`src/rtl/branch_resolve_queue.sv`:
```
// branch_resolve_queue: in-order queue of in-flight branch predictions.
// Each resolve pops the oldest entry and emits a one-cycle predictor update.
// A mispredicting resolve flushes everything younger, including any
// same-cycle enqueue, because those entries sit on the wrong path.
module branch_resolve_queue #(
  parameter int DEPTH = 4,
  parameter int PC_W  = 8,
  parameter int GHR_W = 4
) (
  input  logic                     clk,
  input  logic                     reset,
  input  logic                     pred_valid,
  output logic                     pred_ready,
  input  logic [PC_W-1:0]          pred_pc,
  input  logic                     pred_taken,
  input  logic [GHR_W-1:0]         pred_ghr,
  input  logic                     resolve_valid,
  input  logic                     resolve_taken,
  output logic                     upd_valid,
  output logic [PC_W-1:0]          upd_pc,
  output logic [GHR_W-1:0]         upd_ghr,
  output logic                     upd_outcome,
  output logic                     mispredict,
  output logic [$clog2(DEPTH):0]   count,
  output logic                     underflow_err,
  output logic [15:0]              correct_cnt,
  output logic [15:0]              mispred_cnt
);

  localparam int PW = $clog2(DEPTH);
  localparam int CW = PW + 1;
  localparam logic [CW-1:0] FULL_COUNT = CW'(DEPTH);

  // Entry store: not reset, validity is tracked by head/tail/count.
  logic [PC_W-1:0]  mem_pc    [DEPTH];
  logic             mem_taken [DEPTH];
  logic [GHR_W-1:0] mem_ghr   [DEPTH];

  logic [PW-1:0] head_reg;
  logic [PW-1:0] tail_reg;
  logic [CW-1:0] count_reg;

  logic push;
  logic pop;
  logic flush;
  logic push_eff;

  // Handshake and resolve decode; a full queue never admits a push even if
  // the head is popped in the same cycle.
  always_comb begin
    pred_ready = (count_reg != FULL_COUNT);
    push       = pred_valid && pred_ready;
    pop        = resolve_valid && (count_reg != '0);
    flush      = pop && (mem_taken[head_reg] != resolve_taken);
    push_eff   = push && !flush;
  end

  assign count = count_reg;

  // Write the incoming prediction at the tail slot.
  always_ff @(posedge clk) begin
    if (push_eff) begin
      mem_pc[tail_reg]    <= pred_pc;
      mem_taken[tail_reg] <= pred_taken;
      mem_ghr[tail_reg]   <= pred_ghr;
    end
  end

  // Pointer and occupancy tracking, with flush on mispredict.
  always_ff @(posedge clk or negedge reset) begin
    if (!reset) begin
      head_reg  <= '0;
      tail_reg  <= '0;
      count_reg <= '0;
    end else if (flush) begin
      head_reg  <= '0;
      tail_reg  <= '0;
      count_reg <= '0;
    end else begin
      if (push_eff) tail_reg <= tail_reg + PW'(1);
      if (pop)      head_reg <= head_reg + PW'(1);
      if (push_eff && !pop)      count_reg <= count_reg + CW'(1);
      else if (pop && !push_eff) count_reg <= count_reg - CW'(1);
    end
  end

  // Registered predictor update; payload holds its value between pulses.
  always_ff @(posedge clk or negedge reset) begin
    if (!reset) begin
      upd_valid   <= 1'b0;
      mispredict  <= 1'b0;
      upd_pc      <= '0;
      upd_ghr     <= '0;
      upd_outcome <= 1'b0;
    end else begin
      upd_valid  <= pop;
      mispredict <= flush;
      if (pop) begin
        upd_pc      <= mem_pc[head_reg];
        upd_ghr     <= mem_ghr[head_reg];
        upd_outcome <= resolve_taken;
      end
    end
  end

  // Sticky underflow flag and saturating accuracy counters.
  always_ff @(posedge clk or negedge reset) begin
    if (!reset) begin
      underflow_err <= 1'b0;
      correct_cnt   <= '0;
      mispred_cnt   <= '0;
    end else begin
      if (resolve_valid && (count_reg == '0)) underflow_err <= 1'b1;
      if (flush) begin
        if (mispred_cnt != 16'hFFFF) mispred_cnt <= mispred_cnt + 16'd1;
      end else if (pop) begin
        if (correct_cnt != 16'hFFFF) correct_cnt <= correct_cnt + 16'd1;
      end
    end
  end

endmodule
```
`config.mk`:
```
export PLATFORM = sky130hd
export DESIGN_NAME = branch_resolve_queue
export DESIGN_NICKNAME = d
export VERILOG_FILES = /design/src/rtl/branch_resolve_queue.sv
export SDC_FILE = /design/constraint.sdc
export NUM_CORES = 1
export LEC_CHECK = 0
export CORE_AREA = 2 2 103 105
export DETAILED_ROUTE_END_ITERATION = 6
export DIE_AREA = 0 0 105 107
export PLACE_DENSITY = 0.69
export RECOVER_POWER = 25
export SLEW_MARGIN = 20
export SYNTH_ARGS = -nofsm -noshare
export SYNTH_HDL_FRONTEND = slang
export SYNTH_SLANG_ARGS = --single-unit
```
`constraint.sdc`:
```
create_clock -name clk -period 3.5 [get_ports clk]
set_clock_uncertainty 0.1 [all_clocks]
set_input_delay 0.7 -clock clk [delete_from_list [all_inputs] [get_ports clk]]
set_output_delay 0.7 -clock clk [all_outputs]
set_load 0.1 [all_outputs]
```
Word-level counts from Yosys, hierarchy flattened
Memories as Yosys holds them, arrays and structs flattened. A register that Yosys moved wholly into a read port is not among the register bits.
Cells that the tools add are included.
{"block": "classes", "add_sub_neg": 6, "eq_ne": 4, "muxes": 9, "bitwise": 1, "n_reduce_logical": 19}
{"cell": "$add A16 B1 Y16 const B", "count": 2}
{"cell": "$ne A16 B16 Y1 const B", "count": 2}
{"cell": "$mux W3", "count": 3}
{"cell": "$mux W2", "count": 4}
{"cell": "$logic_and A1 B1 Y1", "count": 7}
{"cell": "$reduce_bool A3 Y1", "count": 2}
{"cell": "$logic_not A1 Y1", "count": 5}
{"cell": "$add A2 B1 Y2 const B", "count": 2}
{"cell": "$reduce_bool A2 Y1", "count": 2}
{"cell": "$add A3 B1 Y3 const B", "count": 1}
{"cell": "$logic_not A3 Y1", "count": 1}
{"cell": "$ne A3 B3 Y1 const B", "count": 1}
{"cell": "$reduce_and A3 Y1", "count": 1}
{"cell": "$sub A3 B1 Y3 const B", "count": 1}
{"cell": "$mux W1", "count": 2}
{"cell": "$reduce_and A2 Y1", "count": 1}
{"cell": "$ne A1 B1 Y1", "count": 1}
{"cell": "$not A1 Y1", "count": 1}
{"block": "word_totals", "ff_bits": 43, "mem_bits_rw": 52, "input_bits": 18, "output_inout_bits": 52, "word_cells": 51, "memories": 3}
{"name": "mem_pc", "depth": 4, "width": 8, "read_ports": 1, "rd_ports_with_merged_regs": 1, "write_ports": 1, "line_no": "35", "text": "logic [PC_W-1:0] mem_pc [DEPTH];"}
{"name": "mem_ghr", "depth": 4, "width": 4, "read_ports": 1, "rd_ports_with_merged_regs": 1, "write_ports": 1, "line_no": "37", "text": "logic [GHR_W-1:0] mem_ghr [DEPTH];"}
{"name": "mem_taken", "depth": 4, "width": 1, "read_ports": 1, "rd_ports_with_merged_regs": 0, "write_ports": 1, "line_no": "36", "text": "logic mem_taken [DEPTH];"}

Logic depth before layout (Yosys ltp)
{"block": "depth", "ltp_word": 10, "ltp_mapped": 11, "ltp_nobuf": 8}

Worst setup path after synthesis
Ideal clock, no wire load.
{"block": "synth_timing", "path_type": "register -> register", "start": "register count_reg[1] (netlist: count[1])", "end": "memory mem_ghr[0][0], enable pin", "setup_time_ns": 0.403, "t_arrival_ns": 3.488, "required_ns": 2.997, "path_slack_ns": -0.491, "path_stages_with_launch": 5, "n_path_buf": 0, "synth_period_minus_slack_ns": 3.991, "cell_sequence": "dfrtp_1 -> inv_1 -> nand3_1 -> nand2_1 -> nor3b_1"}
{"block": "synth_between", "elab_cells_between_ends": 9, "classes_between": "1 x eq/ne; 2 x mux; 6 x reduce/logical"}
{"element": "start, declared", "line_no": "41", "text": "logic [CW-1:0] count_reg;"}
{"element": "start signal, assigned", "line_no": "82", "text": "if (push_eff && !pop) count_reg <= count_reg + CW'(1);"}
{"element": "start signal, assigned", "line_no": "83", "text": "else if (pop && !push_eff) count_reg <= count_reg - CW'(1);"}
{"element": "$ne A3 B3 Y1", "line_no": "51", "text": "pred_ready = (count_reg != FULL_COUNT);"}
{"element": "via pred_ready", "line_no": "13", "text": "output logic pred_ready,"}
{"element": "$logic_and A1 B1 Y1", "line_no": "52", "text": "push = pred_valid && pred_ready;"}
{"element": "$logic_and A1 B1 Y1", "line_no": "55", "text": "push_eff = push && !flush;"}
{"element": "$mux W1", "line_no": "62", "text": "if (push_eff) begin"}
{"element": "$mux W1 (not written as such)", "line_no": "65", "text": "mem_ghr[tail_reg] <= pred_ghr;"}
{"element": "end, declared", "line_no": "37"}
The timed path passes the listed nets, and every way through them passes these cells.

Worst setup path in the final report
{"block": "layout_timing", "start": "input resolve_taken", "end": "register mispred_cnt[1]"}
{"block": "layout_between", "elab_chain_cells": 3}
{"element": "start, declared", "line_no": "18", "text": "input logic resolve_taken,"}
{"element": "$ne A1 B1 Y1", "line_no": "54", "text": "flush = pop && (mem_taken[head_reg] != resolve_taken);"}
{"element": "$logic_and A1 B1 Y1", "line_no": "54"}
{"element": "$reduce_and A2 Y1 (no line)"}
{"element": "end signal, assigned", "line_no": "115", "text": "if (mispred_cnt != 16'hFFFF) mispred_cnt <= mispred_cnt + 16'd1;"}
{"element": "end, declared", "line_no": "27", "text": "output logic [15:0] mispred_cnt"}
No other way between the ends.
A chain may end at the register's enable or synchronous reset.

==> metrics.yaml <==
hpwl_mm: 5.72
largest_reg_flops: 32
grt_antenna_before_repair: 0
p_sw_share_pct: 48.9
arrival_ns: 2.67
setup_tns_ns: 0
insertion_delay_ns: 0.36
clock.fmax_ghz: 0.398
maxCapViolations: 1
hold_class: "flip-flop to flip-flop"
die_w_um: 105
grt_max_degree: 39
grt_pass1_wl_mm: 13.8
setup_viol: 0
drt.antenna.violating_nets: 0
slowest_stage: "clkdlybuf4s50_1"
drt_iter0_drc: 159
peakVddDrop_v: 0.000560
layout-drive-gt1-share_pct: 26.3
synth_fp_nets: 340
cp.depth: 6
io_pins: 70
rows: 37
gp_congestion: 0.790
violations: "capacitance limit, slew limit"
endpoint_kind: "flip-flop"
power.density_nw_per_um2: 906
synthesis.area_um2: 4450
period_needed_ns: 2.51
synth_cells: 315
cts_tree: "yes"
worst-path-buf-inv: 1
r2r_end: "mispred_cnt[1]$_DFFE_PN0P_"
dieArea_um2: 11200
synthArstFlopShare_pct: 51.4
cts-resized-gates: 0
p_int_uw: 2500
fin_nets: 419
num_vias: 2689
crit_family: "multiplexers"
worst_pin_slew_ns: 1.98
place_area_um2: 5210
crit_path_start: "resolve_taken"
cts.path.max_buffers: 2
cts-buffers-inserted: 9
ys.flop_type: "dfrtp_1"
crit_end: "mispred_cnt[1]$_DFFE_PN0P_"
overflow: 0
top_register: "mem_pc"
initial_core_util_pct: 44.1
path_cells: "clkdlybuf4s50_1 -> nor2b_1 -> mux2_4 -> nor3_4 -> o21a_2 -> mux2_2"
cp_max_fo: 12
critPathMaxStageDelay_ns: 0.50
area_growth_pct: 21.3
rr_worst_depth: 5
io_buffer_count: 69
clockRootBuffer: "clkbuf_8"
rrSetupSlack_ns: 0.99
cts_hold_buf: 0
worstPathRequired_ns: 3.65
slew_violations: 39
power.switching_uw: 2390
via_per_inst: 5.03
wl_per_cell_um: 15.7
wl_mm: 8.42
die_height_um: 107
outcome: "finished with violations"
drc: 0
clkTransAtPathRegs_ns: 0.10
synth_seq_cells: 107
drtPass1Iterations: 6
slew_headroom_pct: -32.3
r2r-start: "head_reg[1]$_DFFE_PN0P_"
grt_pass1_vias: 2702
finalInstanceArea_um2: 5390
grt_usage_pct: 15.9
ys_types: 39
path_class: "input port to flip-flop"
syn_area_per_cell_um2: 14.1
clock_sinks: 107
post_cts_buffers: 0
leakage_uw: 0.00221
seq_power_share_pct: 37.3
total_power_uw: 4890
post-route-period-util_pct: 71.8
start_kind: "input port"
core_um2: 10100
comb_power_share_pct: 48.4
yosysWarnings: 0
htree_levels: 3
ys_seq_area_share_pct: 66.0
rsz0062_at_grt: "false"
diodes: 0
finalHoldViolCount: 0
p_clk_share_pct: 14.4
synth_edf_count: 52
## area by class of cell
class | instances | area [µm²]
timing repair buffer | 79 | 629
tap | 136 | 170
fill | 889 | 4700
multi-input combinational | 191 | 1450
sequential | 107 | 2940
clock inverter | 7 | 58.8
inverter | 6 | 22.5
clock buffer | 9 | 124
## power groups by stage
stage / Combinational [µW] / Sequential [µW] / Clock (µW)
after floorplan: 753 / 2940 / 0
after global routing: 2490 / 1860 / 771
after CTS: 2390 / 1830 / 729
after detailed placement: 2390 / 1850 / 0
after global placement: 2370 / 1840 / 0
final: 2360 / 1820 / 701
## layer usage
metal / part of all wire (%) / vias up / global-route usage, %
met5: 0 / - / 0
met4: 1.2 / 0 / 5.71
met3: 4.3 / 12 / 2.80
met2: 48 / 71 / 26.3
met1: 46 / 1331 / 21.4
li1: - / 1275 / -
## tightest hold or removal path, stage by stage, from the launching register on
cell     delay (ns)
dfrtp_1        0.36
nand2_1        0.05
nand2_1        0.05
## layout by cell type (no fill, tap or decap), types with 4 or more instances in the layout
cell type	n
nand4_1	13
xor2_1	6
xnor2_1	29
mux4_2	12
and3_1	10
inv_1	6
nand3_1	10
clkbuf_8	9
ha_1	6
nand2_1	54
dfrtp_1	55
edfxtp_1	52
nor2_1	14
nor3_1	5
buf_4	62
nor3b_2	4
dlygate4sd3_1	14
## cell usage after synthesis, types with 2 or more instances
| library cell | instances | area (µm²) |
|---|---|---|
| mux2_2 | 2 | 22.5 |
| nand2_1 | 54 | 203 |
| nand2b_1 | 3 | 18.8 |
| nor3_1 | 5 | 25.0 |
| clkbuf_1 | 2 | 7.51 |
| xnor2_1 | 29 | 254 |
| nand3_1 | 11 | 55.1 |
| nor2_1 | 14 | 52.6 |
| edfxtp_1 | 52 | 1560 |
| mux2i_1 | 2 | 20.0 |
| buf_2 | 3 | 15.0 |
| buf_1 | 2 | 7.51 |
| xor2_1 | 6 | 52.6 |
| inv_1 | 6 | 22.5 |
| dfrtp_1 | 55 | 1380 |
| o21ai_0 | 2 | 10.0 |
| and3_1 | 10 | 62.6 |
| nand4_1 | 13 | 81.3 |
| mux2i_2 | 2 | 27.5 |
| nor3b_1 | 5 | 37.5 |
| mux4_2 | 12 | 270 |
| buf_4 | 2 | 15.0 |
| ha_1 | 6 | 75.1 |
| and4_1 | 2 | 17.5 |
## cells by family after synthesis
| family | count (synthesis) | share of synthesized area (%) |
|---|---|---|
| AND/OR/NAND/NOR | 121 | 13.3 |
| multiplexers | 19 | 7.99 |
| AO/OA/AOI/OAI | 9 | 1.77 |
| buffers and inverters | 17 | 1.88 |
| flip-flops | 107 | 66.0 |
| XOR/XNOR | 35 | 6.89 |
| adder cells (fa/ha/maj) | 7 | 2.14 |
## worst min-delay path by stage
stage	from	cells past startpoint	end	slack, ns
after floorplan	reset	0	correct_cnt[0]$_DFFE_PN0P_	0.30
after global placement	underflow_err$_DFFE_PN0P_	1	underflow_err$_DFFE_PN0P_	0.36
after detailed placement	upd_ghr[1]$_DFFE_PN0P_	2	upd_ghr[1]$_DFFE_PN0P_	0.36
after CTS	reset	1	correct_cnt[6]$_DFFE_PN0P_	0.34
after global routing	underflow_err$_DFFE_PN0P_	1	underflow_err$_DFFE_PN0P_	0.41
final	upd_ghr[0]$_DFFE_PN0P_	2	upd_ghr[0]$_DFFE_PN0P_	0.39
## stage by stage
stage               hold slack [ns]  util [%]  cells  setup slack, ns
finish                        0.389      53.4    535            0.986
global route                  0.413      53.4    535            0.850
CTS                           0.341      53.5    535            0.951
detailed placement            0.364      51.6    519            0.598
global placement              0.358      51.6    519            0.639
floorplan                     0.304         -    315           0.0524
Power figures use the tool's default switching activity.
